[src/rtl/sram_like_arbiter.sv]
// sram_like_arbiter: merges the instruction-fetch and data-access sram-like
// channels into one sram-like master port with a single transaction in flight.
// Data wins arbitration, but after MAX_DATA_RUN consecutive data grants while
// a fetch is waiting, the next grant goes to the fetch channel.
module sram_like_arbiter #(
  parameter int unsigned MAX_DATA_RUN = 4
) (
  input  logic        clk,
  input  logic        resetn,
  // instruction-fetch channel
  input  logic        inst_req,
  input  logic [31:0] inst_addr,
  output logic        inst_addr_ok,
  output logic        inst_data_ok,
  output logic [31:0] inst_rdata,
  // data-access channel
  input  logic        data_req,
  input  logic        data_wr,
  input  logic [1:0]  data_size,
  input  logic [31:0] data_addr,
  input  logic [31:0] data_wdata,
  output logic        data_addr_ok,
  output logic        data_data_ok,
  output logic [31:0] data_rdata,
  // merged master port towards the bridge
  output logic        m_req,
  output logic        m_wr,
  output logic [1:0]  m_size,
  output logic [31:0] m_addr,
  output logic [31:0] m_wdata,
  input  logic        m_addr_ok,
  input  logic        m_data_ok,
  input  logic [31:0] m_rdata
);

  typedef enum logic [2:0] {
    ST_IDLE   = 3'd0,
    ST_REQ_I  = 3'd1,
    ST_REQ_D  = 3'd2,
    ST_WAIT_I = 3'd3,
    ST_WAIT_D = 3'd4
  } state_t;

  localparam logic [3:0] LP_MAX_RUN = MAX_DATA_RUN[3:0];

  state_t      r_state;
  state_t      w_state_nxt;
  logic [3:0]  r_run;
  logic [3:0]  w_run_nxt;
  logic        r_wr;
  logic [1:0]  r_size;
  logic [31:0] r_addr;
  logic [31:0] r_wdata;

  logic        w_in_idle;
  logic        w_grant_d;
  logic        w_grant_i;

  // Grants exist only in IDLE and never while reset is held, so addr_ok stays low in reset.
  assign w_in_idle = resetn && (r_state == ST_IDLE);
  assign w_grant_d = w_in_idle && data_req && (!inst_req || (r_run < LP_MAX_RUN));
  assign w_grant_i = w_in_idle && !w_grant_d && inst_req;

  assign inst_addr_ok = w_grant_i;
  assign data_addr_ok = w_grant_d;

  // The master request fields always reflect the captured request.
  assign m_wr    = r_wr;
  assign m_size  = r_size;
  assign m_addr  = r_addr;
  assign m_wdata = r_wdata;

  // Starvation counter: counts data grants that bypassed a waiting fetch.
  always_comb begin
    w_run_nxt = r_run;
    if (w_grant_d && inst_req) begin
      if (r_run < LP_MAX_RUN) begin
        w_run_nxt = r_run + 4'd1;
      end else begin
        w_run_nxt = r_run;
      end
    end else if (w_grant_d || w_grant_i) begin
      w_run_nxt = 4'd0;
    end else begin
      w_run_nxt = r_run;
    end
  end

  // Next-state and handshake outputs; rdata is forced to 0 outside data_ok and for stores.
  always_comb begin
    w_state_nxt  = r_state;
    m_req        = 1'b0;
    inst_data_ok = 1'b0;
    inst_rdata   = 32'd0;
    data_data_ok = 1'b0;
    data_rdata   = 32'd0;
    case (r_state)
      ST_IDLE: begin
        if (w_grant_d) begin
          w_state_nxt = ST_REQ_D;
        end else if (w_grant_i) begin
          w_state_nxt = ST_REQ_I;
        end else begin
          w_state_nxt = ST_IDLE;
        end
      end
      ST_REQ_I: begin
        m_req = 1'b1;
        if (m_addr_ok && m_data_ok) begin
          inst_data_ok = 1'b1;
          inst_rdata   = m_rdata;
          w_state_nxt  = ST_IDLE;
        end else if (m_addr_ok) begin
          w_state_nxt = ST_WAIT_I;
        end else begin
          w_state_nxt = ST_REQ_I;
        end
      end
      ST_REQ_D: begin
        m_req = 1'b1;
        if (m_addr_ok && m_data_ok) begin
          data_data_ok = 1'b1;
          data_rdata   = r_wr ? 32'd0 : m_rdata;
          w_state_nxt  = ST_IDLE;
        end else if (m_addr_ok) begin
          w_state_nxt = ST_WAIT_D;
        end else begin
          w_state_nxt = ST_REQ_D;
        end
      end
      ST_WAIT_I: begin
        if (m_data_ok) begin
          inst_data_ok = 1'b1;
          inst_rdata   = m_rdata;
          w_state_nxt  = ST_IDLE;
        end else begin
          w_state_nxt = ST_WAIT_I;
        end
      end
      ST_WAIT_D: begin
        if (m_data_ok) begin
          data_data_ok = 1'b1;
          data_rdata   = r_wr ? 32'd0 : m_rdata;
          w_state_nxt  = ST_IDLE;
        end else begin
          w_state_nxt = ST_WAIT_D;
        end
      end
      default: begin
        w_state_nxt = ST_IDLE;
      end
    endcase
  end

  // State and run counter registers; reset abandons any in-flight transaction.
  always_ff @(posedge clk or negedge resetn) begin
    if (!resetn) begin
      r_state <= ST_IDLE;
      r_run   <= 4'd0;
    end else begin
      r_state <= w_state_nxt;
      r_run   <= w_run_nxt;
    end
  end

  // Capture the granted request; a fetch is always a word read.
  always_ff @(posedge clk or negedge resetn) begin
    if (!resetn) begin
      r_wr    <= 1'b0;
      r_size  <= 2'd0;
      r_addr  <= 32'd0;
      r_wdata <= 32'd0;
    end else if (w_grant_d) begin
      r_wr    <= data_wr;
      r_size  <= data_size;
      r_addr  <= data_addr;
      r_wdata <= data_wdata;
    end else if (w_grant_i) begin
      r_wr    <= 1'b0;
      r_size  <= 2'd2;
      r_addr  <= inst_addr;
      r_wdata <= 32'd0;
    end else begin
      r_wr    <= r_wr;
      r_size  <= r_size;
      r_addr  <= r_addr;
      r_wdata <= r_wdata;
    end
  end

endmodule
[config.mk]
export PLATFORM = sky130hd
export DESIGN_NAME = sram_like_arbiter
export DESIGN_NICKNAME = d
export VERILOG_FILES = /design/src/rtl/sram_like_arbiter.sv
export SDC_FILE = /design/constraint.sdc
export NUM_CORES = 1
export LEC_CHECK = 0
export BUFFER_PORTS_ARGS = -buffer_cell sky130_fd_sc_hd__buf_2
export CORE_ASPECT_RATIO = 0.7
export CORE_MARGIN = 1.5
export CORE_UTILIZATION = 36
export DETAILED_ROUTE_END_ITERATION = 10
export GPL_TIMING_DRIVEN = 0
export MAX_ROUTING_LAYER = met4
export PLACE_DENSITY = 0.77
export SLEW_MARGIN = 0
export SYNTH_ARGS = -nofsm -noshare
export SYNTH_HDL_FRONTEND = slang
export SYNTH_SLANG_ARGS = --single-unit
[constraint.sdc]
create_clock -name clk -period 4.66 [get_ports clk]
set_input_delay 0.932 -clock clk [delete_from_list [all_inputs] [get_ports clk]]
set_output_delay 0.932 -clock clk [all_outputs]
set_load 0.02 [all_outputs]
==> results of run 1 <==
## routing by layer
layer,GRT usage (%),up-vias,part of all wire (%)
li1,-,1937,-
met1,32.0,1938,44
met2,35.2,196,45
met3,6.09,13,9.4
met4,6.27,0,1.0
met5,-,-,0
## sequential cells by signal, summed over array words and instances, names as in the netlist
name and count:
m_size 2, r_state 3, m_wdata 32, r_run 4, m_wr 1, m_addr 32
## cell usage after synthesis (2+ instances only)
cell	count	share of area, %
a21oi_1	34	4.6
inv_1	2	0.20
and2_1	67	11
o21ai_0	32	4.4
buf_4	3	0.61
a22o_1	35	8.4
nand3_1	34	4.6
clkbuf_1	26	2.7
nand2b_1	2	0.34
dfrtp_1	74	50
nor2_1	7	0.72
nand2_1	2	0.20
a31oi_1	32	5.5
buf_2	11	1.5
## critical path: cells and delay by family
family | cells | cell delay, ps
buf+inv | 5 | 1080
simple gates | 2 | 870
## kinds of logic (layout without fill, tap and decap cells)
| logic type | after synthesis | count (layout) | synth area share [%] |
|---|---|---|---|
| compound gates | 141 | 141 | 24.7 |
| simple gates | 118 | 118 | 18.9 |
| buf+inv | 43 | 331 | 5.08 |
| fa+ha+maj | 1 | 1 | 0.341 |
| flops | 74 | 74 | 50.5 |
| xor+xnor | 2 | 2 | 0.478 |
## placed cells by master (no fill, tap or decap), drive strengths merged, types with 2 or more instances in the layout
cell and instances:
and2 67, inv 4, clkbuf 37, clkinvlp 3, a31oi 32, nor2 7
nand2 2, a22o 35, nand3 34, nand2b 2, o21ai 33, dfrtp 74
buf 286, a21oi 34
## stage by stage
step	TNS, ps	util, %	std cells
floorplan	0	-	379
global placement	-211	52.9	778
detailed placement	0	53.2	779
CTS	0	56.3	795
global route	0	56.3	795
finish	0	56.3	795
## worst max-delay path by stage
stage                           endpoint  slack, ps  cells after the start
after global routing        data_addr_ok        500                      7
after global placement      data_addr_ok       -210                      6
after floorplan           inst_rdata[11]       1710                      4
final                       data_addr_ok        810                      7
after CTS                   data_addr_ok        710                      7
after detailed placement    data_addr_ok        730                      7
## power breakdown
| group | total [W] | switching (W) | internal (W) |
|---|---|---|---|
| Clock | 0.000697 | 0.000266 | 0.000431 |
| Combinational | 0.00140 | 0.000875 | 0.000525 |
| Sequential | 0.00110 | 0.000160 | 0.000936 |
| Total | 0.00319 | 0.00130 | 0.00189 |
## layout make-up
type | count | area share (%)
Tap cell | 128 | 2.90
Sequential cell | 74 | 33.6
Clock inverter | 5 | 1.11
Multi-Input combinational cell | 262 | 29.5
Clock buffer | 11 | 4.40
Buffer | 40 | 3.17
Inverter | 3 | 0.204
Timing Repair Buffer | 272 | 25.1
==> results.py, run 1 <==
metrics = {
    "run_status": {
        "status": "finished, final reports clean",
    },
    "placed_design": {
        "placed_cell_area_mm2": 0.00522,
        "port_buffers": 271,
        "dp_hpwl_um": 9920,
        "gp_congestion": 0.888,
        "pre_cts_ws_ps": 726,
    },
    "floorplan": {
        "design.die.area_mm2": 0.0108,
        "row_count": 30,
        "fp.dieW_um": 124,
        "die_y_um": 87.5,
        "initial_core_util_pct": 37.4,
        "coreArea_mm2": 0.00980,
        "pin_count": 273,
    },
    "synth": {
        "syn_area_mm2": 0.00367,
        "synth_warnings": 0,
        "netlist_instances": 379,
        "async_reset_ff_share_pct": 100,
        "ys_ff_latch": 74,
        "synth_cell_types": 32,
        "synth_fp_nets": 517,
        "postSynthAreaPerCell_um2": 9.68,
        "seq_area_frac_synth_pct": 50.5,
        "synth_edf_count": 0,
        "synth_ff_type": "dfrtp_1",
    },
    "clock_tree": {
        "clk_latency_ps": 330,
        "cts_tree": "yes",
        "cts_hold_buf": 0,
        "clkTransAtPathRegs_ps": 60,
        "clock_sinks": 74,
        "root_buffer": "clkbuf_16",
        "cts_buffer_depth": 2,
        "post_cts_resized": 0,
        "h-tree-depth": 3,
        "cts_buffers": 9,
        "post_cts_buffers": 0,
    },
    "sta": {
        "finalWorstSetupSlack_ps": 806,
        "fin_hold_ws_ps": 392,
        "hold_viol": 0,
        "slew_headroom_pct": 63.6,
        "setup_viol": 0,
        "fmax_mhz": 260,
        "tightest_slew_ps": 544,
        "min_period_ps": 3850,
        "drv_slew": 0,
        "fin_skew_ps": 8.49,
        "rsz0062_at_grt": "false",
        "timing.final.crit_share_pct": 82.7,
    },
    "setup_path": {
        "end_kind": "output port",
        "timing_worst_setup_path_type": "input pin to output port",
        "worstPathCellList": "buf_4 -> buf_16 -> nor4b_4 -> nand3_1 -> inv_2 -> buf_4 -> buf_2",
        "reg2reg_slack_ps": 2560,
        "regToRegStartpoint": "r_state[2]$_DFF_PN0_",
        "worst_path_largest_cell_delay_ps": 540,
        "cp-startpoint": "resetn",
        "crit_path_start_kind": "input pin",
        "arrival_ps": 2920,
        "cpMaxStageDelayCell": "nor4b_4",
        "critPathRequiredTime_ps": 3730,
        "cp_max_fo": 73,
        "cp_common_cell": "buf_4",
        "r2r-end": "m_wdata[21]$_DFFE_PN0P_",
        "r2r_cells": 6,
    },
    "global_routing": {
        "grt_antenna_before_repair": 0,
        "grt_usage_pct": 23.6,
        "overflow": 0,
        "grt_max_degree": 74,
        "grt_pass1_wl_um": 18900,
        "grt_pass1_vias": 3757,
    },
    "final_layout": {
        "regArea_mm2": 0.00185,
        "multi_input_area_mm2": 0.00163,
        "area_delta_synth_final_pct": 50.4,
        "fin_area_mm2": 0.00552,
        "nFillCells": 900,
        "nNetsFinal": 800,
        "layout-drive-gt1-share_pct": 45.7,
        "diodes": 0,
    },
    "hold_path": {
        "hold_class": "input pin to async pin",
    },
    "power_and_ir_drop": {
        "finalPower_w": 0.00319,
        "powerDensity_mw_per_mm2": 578,
        "vdd_drop_max_uv": 279,
        "p_leak_nw": 2.96,
    },
    "flow_run": {
        "drv_cap": 0,
    },
    "routing": {
        "first_pass_iters": 5,
        "ant_nets": 0,
        "drt-wirelength-per-cell_um": 16.1,
        "wirelength_um": 12800,
        "drtIter0Drc": 262,
        "post_drt_via_cell_ratio": 5.14,
        "drc_errors": 0,
        "vias": 4084,
    },
}
(Power assumes the default switching activity.)
==> run 2: changes to the inputs <==
--- a/config.mk
+++ b/config.mk
@@ -12,7 +12,7 @@
 export DETAILED_ROUTE_END_ITERATION = 10
 export GPL_TIMING_DRIVEN = 0
 export MAX_ROUTING_LAYER = met4
-export PLACE_DENSITY = 0.77
+export PLACE_DENSITY = 0.8
 export SLEW_MARGIN = 0
 export SYNTH_ARGS = -nofsm -noshare
 export SYNTH_HDL_FRONTEND = slang
==> constraint.sdc (replaced) <==
create_clock -name clk -period 3.4 [get_ports clk]
set_input_delay 0.68 -clock clk [delete_from_list [all_inputs] [get_ports clk]]
set_output_delay 0.68 -clock clk [all_outputs]
set_load 0.02 [all_outputs]
==> run 2 against run 1 <==
  * Routed wire length rose by 4.0%
  * Final area increased by 0.61%
  * Flip-flop and latch count unchanged
  * Clock power rose by 52%
  * Non-clock buffer count up 1
  * Utilization grew 0.34 points
  * First-iteration DRC count shrank 11%
  * Register-to-register slack worse by 1100 ps
  * Largest cell class unchanged
  * Largest power group unchanged
==> results.py, run 2 (synthesis results as in run 1) <==
metrics = {
    "global_routing": {
        "grt_pass1_wl_um": 19600,
        "grt_pass1_vias": 3903,
        "grt_max_degree": 75,
        "grt_usage_pct": 24.3,
        "grt_antenna_before_repair": 0,
        "overflow": 0,
    },
    "sta": {
        "setup_viol": 0,
        "slew_headroom_pct": 61.6,
        "drv_slew": 0,
        "fmax_mhz": 329,
        "timing.final.crit_share_pct": 89.4,
        "fin_skew_ps": 6.42,
        "min_period_ps": 3040,
        "hold_viol": 0,
        "tightest_slew_ps": 572,
        "rsz0062_at_grt": "false",
    },
    "power_and_ir_drop": {
        "vdd_drop_max_uv": 352,
        "p_switching_w": 0.00179,
        "pwr-share-comb_pct": 43.0,
        "p_leak_nw": 2.98,
        "clkPwrFrac_pct": 23.5,
        "sw_frac_of_total_pct": 39.8,
        "powerDensity_mw_per_mm2": 812,
        "p_seq_share_pct": 33.5,
        "power.internal_w": 0.00271,
    },
    "clock_tree": {
        "cts_buffers": 9,
        "clkTransAtPathRegs_ps": 50,
        "cts_hold_buf": 0,
        "cts_buffer_depth": 2,
        "clock_sinks": 74,
        "h-tree-depth": 3,
        "cts_tree": "yes",
        "clk_latency_ps": 330,
        "root_buffer": "clkbuf_16",
        "post_cts_resized": 0,
    },
    "routing": {
        "vias": 4089,
        "post_drt_via_cell_ratio": 5.15,
        "drt-wirelength-per-cell_um": 16.8,
        "drtIter0Drc": 232,
        "first_pass_iters": 5,
        "ant_nets": 0,
        "wirelength_um": 13300,
        "drc_errors": 0,
    },
    "flow_run": {
        "drv_cap": 0,
    },
    "setup_path": {
        "cp_common_cell": "buf_2",
        "r2r_cells": 7,
        "end_kind": "output port",
        "cp-endpoint": "data_rdata[19]",
        "critical-path-top-delay-family": "buffers and inverters",
        "cpMaxStageDelayCell": "a2111oi_2",
        "worstPathCellList": "buf_2 -> nand2b_1 -> a2111oi_2 -> clkbuf_1 -> and2_1 -> buf_2",
        "arrival_ps": 2360,
        "path_depth": 6,
        "crit_path_start_kind": "flop",
        "r2r-end": "m_wdata[9]$_DFFE_PN0P_",
        "worst_path_largest_cell_delay_ps": 550,
        "timing_worst_setup_path_type": "flop to output port",
        "critPathRequiredTime_ps": 2720,
        "cp_max_fo": 10,
        "crit_buf_inv": 3,
        "cp-startpoint": "r_state[1]$_DFF_PN0_",
        "reg2reg_slack_ps": 1460,
        "regToRegStartpoint": "r_state[2]$_DFF_PN0_",
    },
    "final_layout": {
        "diodes": 0,
        "instances_no_fill": 794,
        "layout_common_cells": "281 x buf_2, 74 x dfrtp_1, 67 x and2_1",
        "nFillCells": 897,
        "fin_area_mm2": 0.00555,
        "nNetsFinal": 801,
        "layout_commonest_cell": "buf_2",
        "post-route-util_pct": 56.7,
        "area_delta_synth_final_pct": 51.4,
        "layout-drive-gt1-share_pct": 45.8,
    },
    "placed_design": {
        "port_buffers": 271,
        "placed_cell_area_mm2": 0.00522,
        "gp_congestion": 0.869,
        "dp_hpwl_um": 10200,
        "dp_cells": 779,
    },
    "floorplan": {
        "pin_count": 273,
        "coreArea_mm2": 0.00980,
        "initial_core_util_pct": 37.4,
        "die_y_um": 87.5,
        "fp.dieW_um": 124,
        "row_count": 30,
        "design.die.area_mm2": 0.0108,
    },
    "hold_path": {
        "hold_class": "input pin to async pin",
    },
    "run_status": {
        "status": "finished, final reports clean",
    },
}
## run 2: how the worst min path moves through the flow
stage | slack [ps] | endpoint | depth (start not counted)
after floorplan | 380 | m_addr[0]$_DFFE_PN0P_ | 0
after global placement | 470 | m_size[1]$_DFFE_PN0P_ | 1
after detailed placement | 480 | m_size[0]$_DFFE_PN0P_ | 1
after CTS | 140 | m_size[0]$_DFFE_PN0P_ | 1
after global routing | 130 | m_size[0]$_DFFE_PN0P_ | 1
final | 150 | m_size[0]$_DFFE_PN0P_ | 1
## run 2: area by class of cell
class	count	area, µm²	area share, %
buffer	40	175	3.15
clock buffer	9	225	4.06
clock inverter	5	105	1.89
inverter	3	11.3	0.203
multi-input combinational	262	1630	29.4
sequential	74	1850	33.3
tap	128	160	2.88
timing repair buffer	273	1390	25.1
## run 2: timing repair
action,in CTS,in global routing
endpoints found under the setup margin,1,0
setup buffers,1,0
hold endpoints to repair,0,0
## run 2: per-stage QoR
stage          power, W  setup WS (ps)  TNS, ps  hold WS (ps)
3_5_place_dp    0.00344          -14.5    -14.5           478
6_report        0.00451            361        0           150
5_1_grt         0.00477            203        0           128
3_3_place_gp    0.00339           -955   -14380           474
4_1_cts         0.00453            349        0           136
2_1_floorplan   0.00268            959        0           384
## run 2: metal layers
layer / GRT usage [%] / part of all wire [%] / up-vias
met1: 33.0 / 47 / 1948
met4: 5.96 / 0.81 / 0
met5: - / 0 / -
met3: 5.30 / 6.5 / 16
met2: 37.0 / 46 / 189
li1: - / - / 1936
## run 2: power by group through the flow
| stage | Clock (W) | Sequential, W | Combinational [W] |
|---|---|---|---|
| 2_1_floorplan | 0 | 0.00198 | 0.000699 |
| 3_3_place_gp | 0 | 0.00150 | 0.00189 |
| 3_5_place_dp | 0 | 0.00151 | 0.00194 |
| 4_1_cts | 0.00108 | 0.00150 | 0.00195 |
| 5_1_grt | 0.00112 | 0.00155 | 0.00210 |
| 6_report | 0.00106 | 0.00151 | 0.00194 |
==> run 3: changes to the inputs <==
==> constraint.sdc (replaced) <==
create_clock -name clk -period 3.4 [get_ports clk]
set_input_delay 0.51 -clock clk [delete_from_list [all_inputs] [get_ports clk]]
set_output_delay 0.51 -clock clk [all_outputs]
set_load 0.02 [all_outputs]
==> run 3 against run 2 <==
  * Utilization hardly changed
  * Non-clock buffer count unchanged
  * Fmax grew 1.8%
  * Count of clock-buffer cells in the layout unchanged
  * Clock power barely moved
  * Combinational power about the same
  * Power shrank 0.11%
  * Register-to-register slack worse by 160 ps
  * Critical endpoint is now data_addr_ok
  * Largest power group unchanged
  * Clock skew is 1.2 ps lower
  * Critical path depth rose by 1
  * Worst hold slack improved by 69 ps
==> results.py, run 3 (synthesis results as in run 1) <==
metrics = {
    "clock_tree": {
        "clock_sinks": 74,
        "cts_tree": "yes",
        "clk_latency_ps": 330,
        "clkTransAtPathRegs_ps": 60,
        "h-tree-depth": 3,
        "post_cts_resized": 0,
        "cts_hold_buf": 1,
        "cts_buffers": 9,
        "cts_buffer_depth": 2,
        "root_buffer": "clkbuf_16",
        "post_cts_buffers": 0,
    },
    "global_routing": {
        "grt_pass1_wl_um": 19600,
        "met3_usage_pct": 5.30,
        "grt_antenna_before_repair": 0,
        "overflow": 0,
        "grt_usage_pct": 24.2,
        "grt_max_degree": 75,
        "met2_usage_pct": 37.0,
        "grt_pass1_vias": 3899,
        "top_usage_layer": "met2",
        "met1_usage_pct": 32.9,
    },
    "power_and_ir_drop": {
        "powerDensity_mw_per_mm2": 811,
        "p_switching_w": 0.00179,
        "vdd_drop_max_uv": 351,
        "clkPwrFrac_pct": 23.5,
        "p_leak_nw": 2.98,
        "pwr-share-comb_pct": 42.9,
        "sw_frac_of_total_pct": 39.8,
        "power.internal_w": 0.00271,
        "p_seq_share_pct": 33.5,
    },
    "final_layout": {
        "layout_common_cells": "281 x buf_2, 74 x dfrtp_1, 67 x and2_1",
        "diodes": 0,
        "instances_no_fill": 794,
        "nNetsFinal": 801,
        "layout_commonest_cell": "buf_2",
        "fin_area_mm2": 0.00556,
        "layout-drive-gt1-share_pct": 45.6,
        "area_delta_synth_final_pct": 51.4,
    },
    "setup_path": {
        "worst_path_largest_cell_delay_ps": 580,
        "worstPathCellList": "buf_4 -> buf_16 -> nor4b_4 -> nand3_1 -> inv_2 -> buf_4 -> buf_2",
        "reg2reg_slack_ps": 1300,
        "arrival_ps": 2480,
        "critPathRequiredTime_ps": 2890,
        "critical-path-top-delay-family": "buffers and inverters",
        "cpMaxStageDelayCell": "nor4b_4",
        "cp_common_cell": "buf_4",
        "crit_path_start_kind": "input pin",
        "timing_worst_setup_path_type": "input pin to output port",
        "cp_max_fo": 74,
        "crit_buf_inv": 5,
        "end_kind": "output port",
    },
    "routing": {
        "first_pass_iters": 4,
        "drc_errors": 0,
        "wirelength_um": 13300,
        "drt-wirelength-per-cell_um": 16.7,
        "post_drt_via_cell_ratio": 5.15,
        "vias": 4088,
        "drtIter0Drc": 223,
        "ant_nets": 0,
    },
    "sta": {
        "fmax_mhz": 335,
        "tightest_slew_ps": 603,
        "fin_skew_ps": 5.20,
        "fin_hold_ws_ps": 219,
        "min_period_ps": 2990,
        "slew_headroom_pct": 59.6,
        "drv_slew": 0,
        "setup_viol": 0,
        "timing.final.crit_share_pct": 87.8,
        "hold_viol": 0,
        "tns_ps": 0,
        "rsz0062_at_grt": "false",
    },
    "floorplan": {
        "row_count": 30,
        "die_y_um": 87.5,
        "initial_core_util_pct": 37.4,
        "fp.dieW_um": 124,
        "pin_count": 273,
        "coreArea_mm2": 0.00980,
        "design.die.area_mm2": 0.0108,
    },
    "placed_design": {
        "gp_congestion": 0.869,
        "placed_cell_area_mm2": 0.00522,
        "dp_cells": 779,
        "port_buffers": 271,
        "dp_hpwl_um": 10200,
    },
    "hold_path": {
        "hold_class": "input pin to async pin",
    },
    "flow_run": {
        "drv_cap": 0,
    },
    "run_status": {
        "status": "finished, final reports clean",
    },
}
[run 3: cell types whose count changed in the layout (fill, tap and decap cells not counted), sizes merged]
cell	change
buf	-1
dlygate4sd3	+1
[run 3: per-layer routing]
layer  vias up  routed length, µm  part of all wire, %
met5         -                  0                    0
met4         0                111                 0.84
met3        15                973                  7.3
met2       203               6120                   46
met1      1934               6090                   46
li1       1936                  -                    -
[run 3: cell type report]
class,count,area (µm²)
Buffer,40,175
Timing Repair Buffer,273,1400
Clock inverter,5,105
Fill cell,896,4240
Inverter,3,11.3
Tap cell,128,160
Sequential cell,74,1850
Clock buffer,9,225
Multi-Input combinational cell,262,1630
[run 3: stage by stage]
stage / setup WS [ps] / utilization [%] / total power [W]
2_1_floorplan: 1270 / - / 0.00268
3_5_place_dp: 325 / 53.2 / 0.00344
3_3_place_gp: -615 / 52.9 / 0.00339
4_1_cts: 324 / 56.7 / 0.00452
6_report: 413 / 56.7 / 0.00450
5_1_grt: 164 / 56.7 / 0.00476
[run 3: power by group through the flow]
stage	registers, W	logic (W)	clock network [W]
2_1_floorplan	0.00198	0.000699	0
3_3_place_gp	0.00150	0.00189	0
3_5_place_dp	0.00151	0.00194	0
4_1_cts	0.00150	0.00194	0.00108
5_1_grt	0.00155	0.00209	0.00112
6_report	0.00151	0.00193	0.00106
[run 3: worst register-to-register path: cells and delay by family, from the launching register on]
kind,cells,cell delay [ps]
AOI/OAI and AO/OA,1,170
buffers and inverters,3,630
DFF,1,360
and+or+nand+nor,2,880
[run 3: final timing paths]
kind                                            start                endpoint  depth (start not counted)
worst max-delay path                           resetn            data_addr_ok                          7
worst min-delay path                           resetn  m_wdata[3]$_DFFE_PN0P_                          2
worst max register to register   r_state[2]$_DFF_PN0_  m_wdata[9]$_DFFE_PN0P_                          6
worst min register to register  m_size[1]$_DFFE_PN0P_   m_size[1]$_DFFE_PN0P_                          1
max in group asynchronous                      resetn   m_size[0]$_DFFE_PN0P_                          2
min in group clk                        data_wdata[0]  m_wdata[0]$_DFFE_PN0P_                          2
